--- src/rtl/dma_read_ctrl_pkg.sv ---
// dma_read_ctrl_pkg: CCI-P c0 channel subset, FSM state codes and RDLINE header builder
// shared by the DMA read controller files.
package dma_read_ctrl_pkg;
   localparam int DEF_MAX_OUTSTANDING = 16;
   localparam logic [3:0] eREQ_RDLINE_I = 4'h2;
   localparam logic [3:0] eRSP_RDLINE = 4'h0;
   localparam logic [1:0] eCL_LEN_1 = 2'b00;
   typedef logic [1:0] state_t;
   localparam state_t ST_IDLE = 2'd0, ST_ISSUE = 2'd1, ST_DRAIN = 2'd2, ST_DONE = 2'd3;
   typedef struct packed {
      logic [1:0]  vc_sel;
      logic [1:0]  rsvd1;
      logic [1:0]  cl_len;
      logic [3:0]  req_type;
      logic [5:0]  rsvd0;
      logic [41:0] address;
      logic [15:0] mdata;
   } t_ccip_c0_ReqMemHdr;
   typedef struct packed {
      t_ccip_c0_ReqMemHdr hdr;
      logic               valid;
   } t_if_ccip_c0_Tx;
   typedef struct packed {
      logic [1:0]  vc_used;
      logic        rsvd1;
      logic        hit_miss;
      logic [1:0]  rsvd0;
      logic [1:0]  cl_num;
      logic [3:0]  resp_type;
      logic [15:0] mdata;
   } t_ccip_c0_RspMemHdr;
   typedef struct packed {
      t_ccip_c0_RspMemHdr hdr;
      logic [511:0]       data;
      logic               rspValid;
      logic               mmioRdValid;
      logic               mmioWrValid;
   } t_if_ccip_c0_Rx;
   function automatic t_ccip_c0_ReqMemHdr rdline_hdr(input logic [41:0] addr, input logic [15:0] mdata);
      rdline_hdr = '0;
      rdline_hdr.cl_len = eCL_LEN_1;
      rdline_hdr.req_type = eREQ_RDLINE_I;
      rdline_hdr.address = addr;
      rdline_hdr.mdata = mdata;
   endfunction
endpackage

--- src/rtl/dma_read_ctrl_if.sv ---
// dma_read_ctrl_if: CCI-P c0 request/response channel bundle; the controller is the master.
interface dma_read_ctrl_if;
   import dma_read_ctrl_pkg::*;
   t_if_ccip_c0_Tx c0_tx;
   logic           c0_tx_alm_full;
   t_if_ccip_c0_Rx c0_rx;
   modport master(output c0_tx, input c0_tx_alm_full, input c0_rx);
   modport slave(input c0_tx, output c0_tx_alm_full, output c0_rx);
endinterface

--- src/rtl/dma_read_ctrl_credit.sv ---
// rd_credit_cnt: tracks in-flight read requests and grants issue while below the cap.
module rd_credit_cnt
   import dma_read_ctrl_pkg::*;
#(
   parameter int MAX_OUTSTANDING = DEF_MAX_OUTSTANDING
) (
   input  logic clk,
   input  logic rst_n,
   input  logic clr_i,
   input  logic issue_i,
   input  logic rsp_i,
   output logic can_issue_o
);
   logic [6:0] out_q, out_d;
   assign out_d = clr_i ? '0 : out_q + {6'd0, issue_i} - {6'd0, rsp_i};
   assign can_issue_o = out_q < 7'(MAX_OUTSTANDING);
   always_ff @(posedge clk or negedge rst_n)
      if (!rst_n) out_q <= '0;
      else out_q <= out_d;
endmodule

--- src/rtl/dma_read_ctrl.sv ---
// dma_read_ctrl: streams num_lines cache lines from host memory over CCI-P c0.
// Optional perf counters enabled by defining DMA_READ_CTRL_PERF_EN.
module dma_read_ctrl
   import dma_read_ctrl_pkg::*;
#(
   parameter int MAX_OUTSTANDING = DEF_MAX_OUTSTANDING,
   parameter int LEN_W = 32
) (
   input  logic             clk,
   input  logic             rst_n,
   input  logic             start,
   input  logic [63:0]      base_addr,
   input  logic [LEN_W-1:0] num_lines,
   dma_read_ctrl_if.master  bus,
   output logic [511:0]     rd_data,
   output logic [15:0]      rd_idx,
   output logic             rd_valid,
   output logic             busy,
   output logic             done,
   output logic [31:0]      perf_cycles,
   output logic [31:0]      perf_stalls
);
   state_t state_q, state_d;
   logic [41:0] base_q, base_d;
   logic [LEN_W-1:0] num_q, num_d, issued_q, issued_d, rcvd_q, rcvd_d;
   logic [511:0] rd_data_q;
   logic [15:0] rd_idx_q;
   logic rd_valid_q, done_q, launch, issue, rsp, can_issue, unused_bits;
   assign launch = state_q == ST_IDLE && start;
   assign issue = state_q == ST_ISSUE && !bus.c0_tx_alm_full && can_issue;
   assign rsp = bus.c0_rx.rspValid && bus.c0_rx.hdr.resp_type == eRSP_RDLINE &&
                (state_q == ST_ISSUE || state_q == ST_DRAIN);
   rd_credit_cnt #(.MAX_OUTSTANDING(MAX_OUTSTANDING)) u_credit (
      .clk(clk), .rst_n(rst_n), .clr_i(launch), .issue_i(issue), .rsp_i(rsp), .can_issue_o(can_issue)
   );
   always_comb begin
      base_d = launch ? base_addr[41:0] : base_q;
      num_d = launch ? num_lines : num_q;
      issued_d = launch ? '0 : issued_q + LEN_W'(issue);
      rcvd_d = launch ? '0 : rcvd_q + LEN_W'(rsp);
      state_d = state_q;
      case (state_q)
         ST_IDLE:  state_d = start ? (num_lines == '0 ? ST_DONE : ST_ISSUE) : ST_IDLE;
         ST_ISSUE: state_d = issue && issued_d == num_q ? ST_DRAIN : ST_ISSUE;
         ST_DRAIN: state_d = rcvd_d == num_q ? ST_DONE : ST_DRAIN;
         default:  state_d = ST_IDLE;
      endcase
   end
   // Request is combinational so valid never leaks outside ISSUE.
   assign bus.c0_tx = issue ? '{hdr: rdline_hdr(base_q + 42'(issued_q), issued_q[15:0]), valid: 1'b1} : '0;
   always_ff @(posedge clk or negedge rst_n)
      if (!rst_n) begin
         state_q <= ST_IDLE;
         base_q <= '0;
         num_q <= '0;
         issued_q <= '0;
         rcvd_q <= '0;
         rd_valid_q <= 1'b0;
         rd_data_q <= '0;
         rd_idx_q <= '0;
         done_q <= 1'b0;
      end else begin
         state_q <= state_d;
         base_q <= base_d;
         num_q <= num_d;
         issued_q <= issued_d;
         rcvd_q <= rcvd_d;
         rd_valid_q <= rsp;
         rd_data_q <= rsp ? bus.c0_rx.data : rd_data_q;
         rd_idx_q <= rsp ? bus.c0_rx.hdr.mdata : rd_idx_q;
         done_q <= state_q == ST_DONE;
      end
   assign rd_valid = rd_valid_q;
   assign rd_data = rd_data_q;
   assign rd_idx = rd_idx_q;
   assign busy = state_q != ST_IDLE;
   assign done = done_q;
   assign unused_bits = ^{base_addr[63:42], bus.c0_rx.mmioRdValid, bus.c0_rx.mmioWrValid,
                          bus.c0_rx.hdr.vc_used, bus.c0_rx.hdr.rsvd1, bus.c0_rx.hdr.hit_miss,
                          bus.c0_rx.hdr.rsvd0, bus.c0_rx.hdr.cl_num};
`ifdef DMA_READ_CTRL_PERF_EN
   logic [31:0] cyc_q, cyc_d, stall_q, stall_d;
   always_comb begin
      cyc_d = launch ? '0 : (busy && cyc_q != '1) ? cyc_q + 32'd1 : cyc_q;
      stall_d = launch ? '0 : (state_q == ST_ISSUE && !issue && stall_q != '1) ? stall_q + 32'd1 : stall_q;
   end
   always_ff @(posedge clk or negedge rst_n)
      if (!rst_n) begin
         cyc_q <= '0;
         stall_q <= '0;
      end else begin
         cyc_q <= cyc_d;
         stall_q <= stall_d;
      end
   assign perf_cycles = cyc_q;
   assign perf_stalls = stall_q;
`else
   assign perf_cycles = '0;
   assign perf_stalls = '0;
`endif
endmodule

--- src/flat_wrapper.sv ---
// flat-port wrapper written by rule: the top's interface ports become plain ports
module dma_read_ctrl_flat import dma_read_ctrl_pkg::*;
#(
   parameter int MAX_OUTSTANDING = DEF_MAX_OUTSTANDING,
   parameter int LEN_W = 32
)
  (clk, rst_n, start, base_addr, num_lines, rd_data, rd_idx, rd_valid, busy, done, perf_cycles, perf_stalls, bus_c0_tx, bus_c0_tx_alm_full, bus_c0_rx);
  dma_read_ctrl_if bus_i ();
  input  logic clk;
  input  logic rst_n;
  input  logic start;
  input  logic [63:0] base_addr;
  input  logic [LEN_W-1:0] num_lines;
  output logic [511:0] rd_data;
  output logic [15:0] rd_idx;
  output logic rd_valid;
  output logic busy;
  output logic done;
  output logic [31:0] perf_cycles;
  output logic [31:0] perf_stalls;
  output wire logic [$bits(bus_i.c0_tx)-1:0] bus_c0_tx;
  input wire logic [$bits(bus_i.c0_tx_alm_full)-1:0] bus_c0_tx_alm_full;
  input wire logic [$bits(bus_i.c0_rx)-1:0] bus_c0_rx;
  assign bus_c0_tx = bus_i.c0_tx;
  assign bus_i.c0_tx_alm_full = bus_c0_tx_alm_full;
  assign bus_i.c0_rx = bus_c0_rx;
  dma_read_ctrl #(.MAX_OUTSTANDING(MAX_OUTSTANDING), .LEN_W(LEN_W)) u_core (.clk(clk), .rst_n(rst_n), .start(start), .base_addr(base_addr), .num_lines(num_lines), .bus(bus_i), .rd_data(rd_data), .rd_idx(rd_idx), .rd_valid(rd_valid), .busy(busy), .done(done), .perf_cycles(perf_cycles), .perf_stalls(perf_stalls));
endmodule
--- config.mk ---
export PLATFORM = sky130hd
export DESIGN_NAME = dma_read_ctrl_flat
export DESIGN_NICKNAME = d
export VERILOG_FILES = /design/src/rtl/dma_read_ctrl_pkg.sv /design/src/rtl/dma_read_ctrl_if.sv /design/src/rtl/dma_read_ctrl_credit.sv /design/src/rtl/dma_read_ctrl.sv /design/src/flat_wrapper.sv
export SDC_FILE = /design/constraint.sdc
export NUM_CORES = 2
export LEC_CHECK = 0
export BUFFER_PORTS_ARGS = -buffer_cell sky130_fd_sc_hd__buf_2
export CORE_AREA = 10 10 503 505
export DETAILED_ROUTE_END_ITERATION = 7
export DIE_AREA = 0 0 513 515
export PLACE_DENSITY = 0.36
export RECOVER_POWER = 100
export SLEW_MARGIN = 20
export SYNTH_ARGS = -nofsm -noshare
export SYNTH_HDL_FRONTEND = slang
export SYNTH_HIERARCHICAL = 1
export SYNTH_SLANG_ARGS = --single-unit
export TNS_END_PERCENT = 100
--- constraint.sdc ---
create_clock -name clk -period 11.7 [get_ports clk]
set_clock_uncertainty 0.2 [all_clocks]
set_input_delay 1.17 -clock clk [delete_from_list [all_inputs] [get_ports clk]]
set_output_delay 1.17 -clock clk [all_outputs]
set_load 0.005 [all_outputs]
# Word level (Yosys, flattened, before mapping)
# Index checks and enable logic that the tools add are counted.
[totals]
ff_bits = 677
latch_bits = 0
mem_bits_rw = 0
romBits = 0
inputBits = 643
output_inout_bits = 670
n_memories = 0
[classes]
add_sub_neg = 5
multipliers = 0
div_mod_pow = 0
magnitude_cmp = 1
eq_ne = 5
n_shift = 0
n_mux = 9
n_bitwise = 0
n_reduce_logical = 12
[op_table]
columns = ["operator", "n"]
rows = [
  ["two-way mux 67 bit", 1],
  ["adder 32 x 1 -> 32 bit", 2],
  ["equality test 32 bit", 2],
  ["two-way mux 32 bit", 2],
  ["adder 42 x 32 -> 42 bit", 1],
  ["logical NOT 32 bit", 1],
  ["adder 7 x 1 -> 7 bit", 1],
  ["< comparator 7 x 5 -> 1 bit (second input constant)", 1],
  ["two-way mux 7 bit", 1],
  ["subtractor 7 x 1 -> 7 bit", 1],
  ["logical AND 1 bit", 6],
  ["two-way mux 2 bit", 3],
  ["one-hot mux 2 bit (3 select lines)", 1],
  ["equality test 2 bit (second input constant)", 2],
  ["logical NOT 4 bit", 1],
  ["equality test 2 x 1 -> 1 bit (second input constant)", 1],
  ["logical NOT 2 bit", 1],
  ["nonzero test 2 bit", 1],
  ["logical NOT 1 bit", 1],
  ["logical OR 1 bit", 1],
  ["two-way mux 1 bit", 1],
]

# Longest topological paths before layout
[depth]
ltp_word = 9
depth_mapped = 18

# Cells and area by module
# The synthesis kept the hierarchy.
[by_module_without_submodules]
columns = ["mod", "n_inst", "cells_each", "area_each_um2", "seq_area_each_um2"]
rows = [
  ["dma_read_ctrl", 1, 3496, 29816.1, 16766.1],
  ["rd_credit_cnt", 1, 62, 578.1, 175.2],
]

# Worst setup path before layout
# OpenSTA, ideal clock, no wires.
[synth_path]
path_type = "in2reg"
start = "input bus_c0_tx_alm_full"
end = "register u_core.state_q[1]"
arrival_time_ns = 4.600
required_ns = 11.423
path_slack_ns = 6.822
path_stages = 14
path_buffers = 2
cell_sequence = "nand3b_1 -> inv_1 -> clkbuf_1 -> ha_1 -> nand4_1 -> or4_1 -> buf_6 -> or4_2 -> a21oi_1 -> xor2_1 -> nor2_1 -> nand4_1 -> or4_1 -> a21oi_1"
[synth_via]
elab_chain_cells = 9
[synth_lines]
columns = ["element", "line", "rtl"]
rows = [
  ["from (decl)", "flat_wrapper.sv:22", "input wire logic [$bits(bus_i.c0_tx_alm_full)-1:0] bus_c0_tx_alm_full;"],
  ["logical NOT 1 bit", "dma_read_ctrl.sv:30", "assign issue = state_q == ST_ISSUE && !bus.c0_tx_alm_full && can_issue;"],
  ["logical AND 1 bit (2 in series)", "dma_read_ctrl.sv:30", ""],
  ["net u_core.issue", "dma_read_ctrl.sv:28", "logic rd_valid_q, done_q, launch, issue, rsp, can_issue, unused_bits;"],
  ["adder 32 x 1 -> 32 bit", "dma_read_ctrl.sv:39", "issued_d = launch ? '0 : issued_q + LEN_W'(issue);"],
  ["two-way mux 32 bit", "dma_read_ctrl.sv:39", ""],
  ["net u_core.issued_d[29]", "dma_read_ctrl.sv:25", "logic [LEN_W-1:0] num_q, num_d, issued_q, issued_d, rcvd_q, rcvd_d;"],
  ["equality test 32 bit", "dma_read_ctrl.sv:44", "ST_ISSUE: state_d = issue && issued_d == num_q ? ST_DRAIN : ST_ISSUE;"],
  ["logical AND 1 bit", "dma_read_ctrl.sv:44", ""],
  ["two-way mux 2 bit", "dma_read_ctrl.sv:44", ""],
  ["one-hot mux 2 bit (3 select lines)", "dma_read_ctrl.sv:42", "case (state_q)"],
  ["net u_core.state_d[1]", "dma_read_ctrl.sv:23", "state_t state_q, state_d;"],
  ["to (signal assigned)", "dma_read_ctrl.sv:63", "state_q <= state_d;"],
  ["to (decl)", "dma_read_ctrl.sv:23", ""],
]
# The timed path passes the listed nets, and every way through them passes these cells.
# A chain may end at the register's enable or synchronous reset.

# Worst setup path in the final report
[layout_path]
start = "register u_core.state_q[0]"
end = "register u_core.state_q[1]"
[layout_via]
elab_chain_cells = 9
[layout_lines]
columns = ["element", "line"]
rows = [
  ["equality test 2 x 1 -> 1 bit", "dma_read_ctrl.sv:30, dma_read_ctrl.sv:42"],
  ["logical AND 1 bit (2 in series)", "dma_read_ctrl.sv:30"],
  ["adder 32 x 1 -> 32 bit", "dma_read_ctrl.sv:39"],
  ["two-way mux 32 bit", "dma_read_ctrl.sv:39"],
  ["equality test 32 bit", "dma_read_ctrl.sv:44"],
  ["logical AND 1 bit", "dma_read_ctrl.sv:44"],
  ["two-way mux 2 bit", "dma_read_ctrl.sv:44"],
  ["one-hot mux 2 bit (3 select lines) (*)", "dma_read_ctrl.sv:42"],
  ["net u_core.state_d[1]", "dma_read_ctrl.sv:23"],
]
# The timed path passes the listed nets; every way through them passes the cells marked *.

==> impl.org <==
** Timing
- Share of the clock period used by the worst path :: 71.3%
- Static timing analysis puts the maximum clock frequency at 0.120 GHz.
- Sum Neg Setup Slack :: 0 ps
- Worst Hold Margin :: 268 ps
- Clock period minus worst slack :: 8340 ps
- The worst pin sits at a relative slew slack of -189%.
- Hold violation total from the final report :: 0
- Slew Viols, Final :: 795
- Setup violations remaining at the end of the flow were counted as 0.
- RSZ-0062 raised after global routing :: false
- Final worst-path setup slack :: 3360 ps
- Least-Margin Pin Slew :: 4330 ps

** Worst setup path
- At the worst endpoint, the required time is 12140 ps.
- Data arrives at the worst endpoint at 8780 ps.
- The worst setup path is captured at a flip-flop.
- For this run, the slowest stage of the critical path takes 2250 ps.
- The signal on the critical path passes through inv_1, ha_1, nand2_1, clkinvlp_2, clkbuf_1, or4_1, nand3_2, o2111ai_1, a2111oi_0, nand4_1, or4_1, a21oi_1.
- The worst setup path is launched from a flip-flop.
- Counting stages on the worst path, the most repeated cell is sky130_fd_sc_hd__or4_1.
- Largest fanout on the critical path :: 67
- The critical path is of the reg -> reg type.
- Cell with the largest stage delay on the worst path :: sky130_fd_sc_hd__clkinvlp_2

** Clock tree
- CTS Buffer Depth :: 3
- Post-CTS timing repair inserted 0 buffers for setup.
- After clock tree synthesis, the clock-pin slew on the worst setup and hold paths is 60 ps.
- Resized cells post-CTS :: 0
- The tree built by TritonCTS fans out to 677 sinks.
- The clock reaches the later pin of the worst-skew pair after 720 ps.
- TritonCTS built the clock tree.
- CTS placed an instance of sky130_fd_sc_hd__clkbuf_16 at the clock tree root.
- CTS H-tree lvls :: 3
- Clock buffers created by TritonCTS :: 96
- Quantity of hold-fixing buffers added after cts :: 0

** Power
- IR analysis of the VDD net gives a maximum drop of 0.104 mV.
- Static power due to leakage :: 20.9 nW
- The design draws 8.39 mW.
- Cell area power density :: 198 nW/um^2

** Placement
- Final weighted congestion in routability-driven placement :: 0.835
- DPL Wire Length :: 173000 um
- Count of input and output buffers :: 1201
- Worst slack at placement :: 5280 ps

** Yosys
- Adder-cell share of the synthesized area :: 2.19%
- Proportion of synthesized flip-flops having asynchronous set or reset :: 100%
- Xor/xnor cell area share of the yosys netlist :: 2.97%
- For this run, the register share of the synthesized area comes to 55.7%.
- Area fraction in compound gates after synthesis :: 4.33%
- Number of enable-type register cells in the synthesized netlist :: 0
- Seq cells post-synth :: 677
- Synth area leaders :: sky130_fd_sc_hd__dfrtp_1, sky130_fd_sc_hd__nand2_1, sky130_fd_sc_hd__ha_1
- After synthesis, the largest family of logic cells by area is simple AND/OR/NAND/NOR gates.
- Simple-gate share of the synthesized area :: 29.4%
- Counting distinct cell types in the post-synthesis netlist gives 78.
- Post-synthesis instance area :: 30400 um^2
- Cell count after synthesis :: 3558
- In this run the mean area of a mapped cell was 8.54 um^2.
- Biggest area consumer among synthesized cells :: sky130_fd_sc_hd__dfrtp_1
- The share of synthesized area in the top cell type comes to 55.7%.
- Dominant register cell in the synthesized netlist :: sky130_fd_sc_hd__dfrtp_1
- Number of synthesis warnings :: 6
- Share of synthesized area spent on multiplexers :: 0.440%

** Route
- Average wire length per cell after detail routing :: 25.9 um
- Dividing the detail-routed via count by the number of cells gives 3.66.
- Total wire length after detailed routing :: 208000 um
- Count of vias placed by the detailed router :: 29.4k
- Number of nets with antenna violations after detailed routing :: 0
- The first routing iteration left 1867 violations.
- For this run, design rule violations remaining after detail routing come to 0.
- Before antenna repair, the detailed router went through 8 iterations.

** Layout
- The post-route netlist has 17.4% of its cells at a drive strength greater than 1.
- Leading cell type in the layout, fill and taps excluded :: sky130_fd_sc_hd__nand2_1
- Summing all multi-input logic gate instances after layout gives 12300 um^2.
- Commonest non-fill, non-tap cells in the layout :: sky130_fd_sc_hd__nand2_1, sky130_fd_sc_hd__dfrtp_1, sky130_fd_sc_hd__buf_2
- Counting the fill cells in the layout gives 27.9k.
- Layout Area Growth over Synthesis :: 39.1%
- Post-layout util :: 17.4%
- Net total in the final layout :: 5408
- FF/Latch Area :: 16900 um^2

** Flow run
- Max-cap violations in this run came to 14.

** Global route
- Via count of the first global-routing pass :: 29.7k
- Entering global routing, the biggest net connects 162 pins.
- For this run, global-route usage on met1 was measured as 16.7%.
- The first global-routing pass estimated 274000 um of wire.
- M3 GR Usage :: 5.68%
- Global routing used 14.9% of the available tracks across all layers.
- After global routing the overflow that remains totals 0.
- Antenna violations before repair :: 153
- After global routing, the most crowded layer is met2.
- Global Route met2 Usage :: 27.1%

** Floorplan
- Die height :: 515 um
- 1313 I/O pins were placed.
- Once the floorplan was initialized, standard cells occupied 12.5% of the core.
- In this run the core area contains 181 standard-cell rows.
- In this run the standard cell core region covers 243000 um^2.
- From left edge to right edge, the die measures 513 um.
- Area enclosed by the die boundary :: 264000 um^2

** Status
- Run status :: complete, but fails checks
- Failing checks :: max-capacitance violations, max-slew violations

** Worst hold path
- The min-delay analysis places its worst path in the category reg -> reg.
-- cells in the mapped netlist (13+ instances only) --
cell type	count
sky130_fd_sc_hd__nand2_1	1856
sky130_fd_sc_hd__dfrtp_1	677
sky130_fd_sc_hd__clkbuf_1	159
sky130_fd_sc_hd__nor2_1	120
sky130_fd_sc_hd__buf_4	81
sky130_fd_sc_hd__xnor2_1	62
sky130_fd_sc_hd__ha_1	50
sky130_fd_sc_hd__a21oi_1	47
sky130_fd_sc_hd__inv_1	42
sky130_fd_sc_hd__nand3_1	42
sky130_fd_sc_hd__o21ai_0	41
sky130_fd_sc_hd__xor2_1	41
sky130_fd_sc_hd__nor3_1	36
sky130_fd_sc_hd__nor4_1	25
sky130_fd_sc_hd__and2_1	20
sky130_fd_sc_hd__nand4_1	20
sky130_fd_sc_hd__a21o_1	15
sky130_fd_sc_hd__nor2b_1	13
sky130_fd_sc_hd__o21a_1	13
-- report_power, final --
part           switching [mW]  leakage (nW)  total, mW  internal (mW)
Sequential              0.378          8.67       3.25           2.87
Combinational            1.43          10.7       2.08          0.652
Clock                    1.25          1.61       3.06           1.81
-- worst max-delay path: cells and delay by family (launching register included) --
family / cells / cell delay (ps)
DFF: 1 / 370
and+or+nand+nor: 5 / 2280
buffers and inverters: 3 / 4050
AOI/OAI and AO/OA: 3 / 1050
adders and majority gates: 1 / 280
-- logic make-up (layout without fill, tap and decap cells) --
family	after synthesis	in the layout
other cells	1	123
flops	677	677
compound gates	197	197
simple gates	2218	2218
fa+ha+maj	52	52
mux	13	13
xor+xnor	103	103
buf+inv	297	1453
-- through the flow --
stage,cells,cell area (um^2)
global placement,7817,39700
CTS,7994,43000
global route,8016,42200
finish,8038,42300
detailed placement,7817,39700
floorplan,3636,30700
-- path summary, 6_finish.rpt --
path / startpoint / endpoint / slack [ps] / cells past startpoint
worst max-delay path: u_core/state_q[0] / u_core/state_q[1] / 3360 / 12
worst min-delay path: u_core/rd_data[20] / u_core/rd_data[20] / 270 / 2
worst max register to register: u_core/state_q[0] / u_core/state_q[1] / 3360 / 12
worst min register to register: u_core/rd_data[20] / u_core/rd_data[20] / 270 / 2
max in group asynchronous: rst_n / u_core/rd_data[270] / 4160 / 3
min in group asynchronous: rst_n / u_core/num_q[24] / 1400 / 1
-- flip-flops by register name, summed over array words and instances (netlist names) --
register and cells:
u_core/base_q 42, u_core/done 1, u_core/issued_q 32, u_core/num_q 32, u_core/rcvd_q 32, u_core/rd_data 512, u_core/rd_idx 16, u_core/rd_valid 1
u_core/state_q 2, u_core/u_credit/out_q 7
-- metal layers --
layer  part of all wire (%)  wire length [um]
met1                     38             78500
met2                     51            105000
met3                    9.0             18800
met4                    2.3              4730
met5                   0.37               774
-- final cells by class --
class                           instances  share of cell area [%]
Antenna cell                           44                   0.260
Clock buffer                          138                    6.62
Clock inverter                         39                    1.14
Inverter                               44                   0.411
Multi-Input combinational cell       2662                    29.0
Sequential cell                       677                    40.1
Tap cell                             3202                    9.47
Timing Repair Buffer                 1232                    13.0
(Power assumes the default switching activity.)
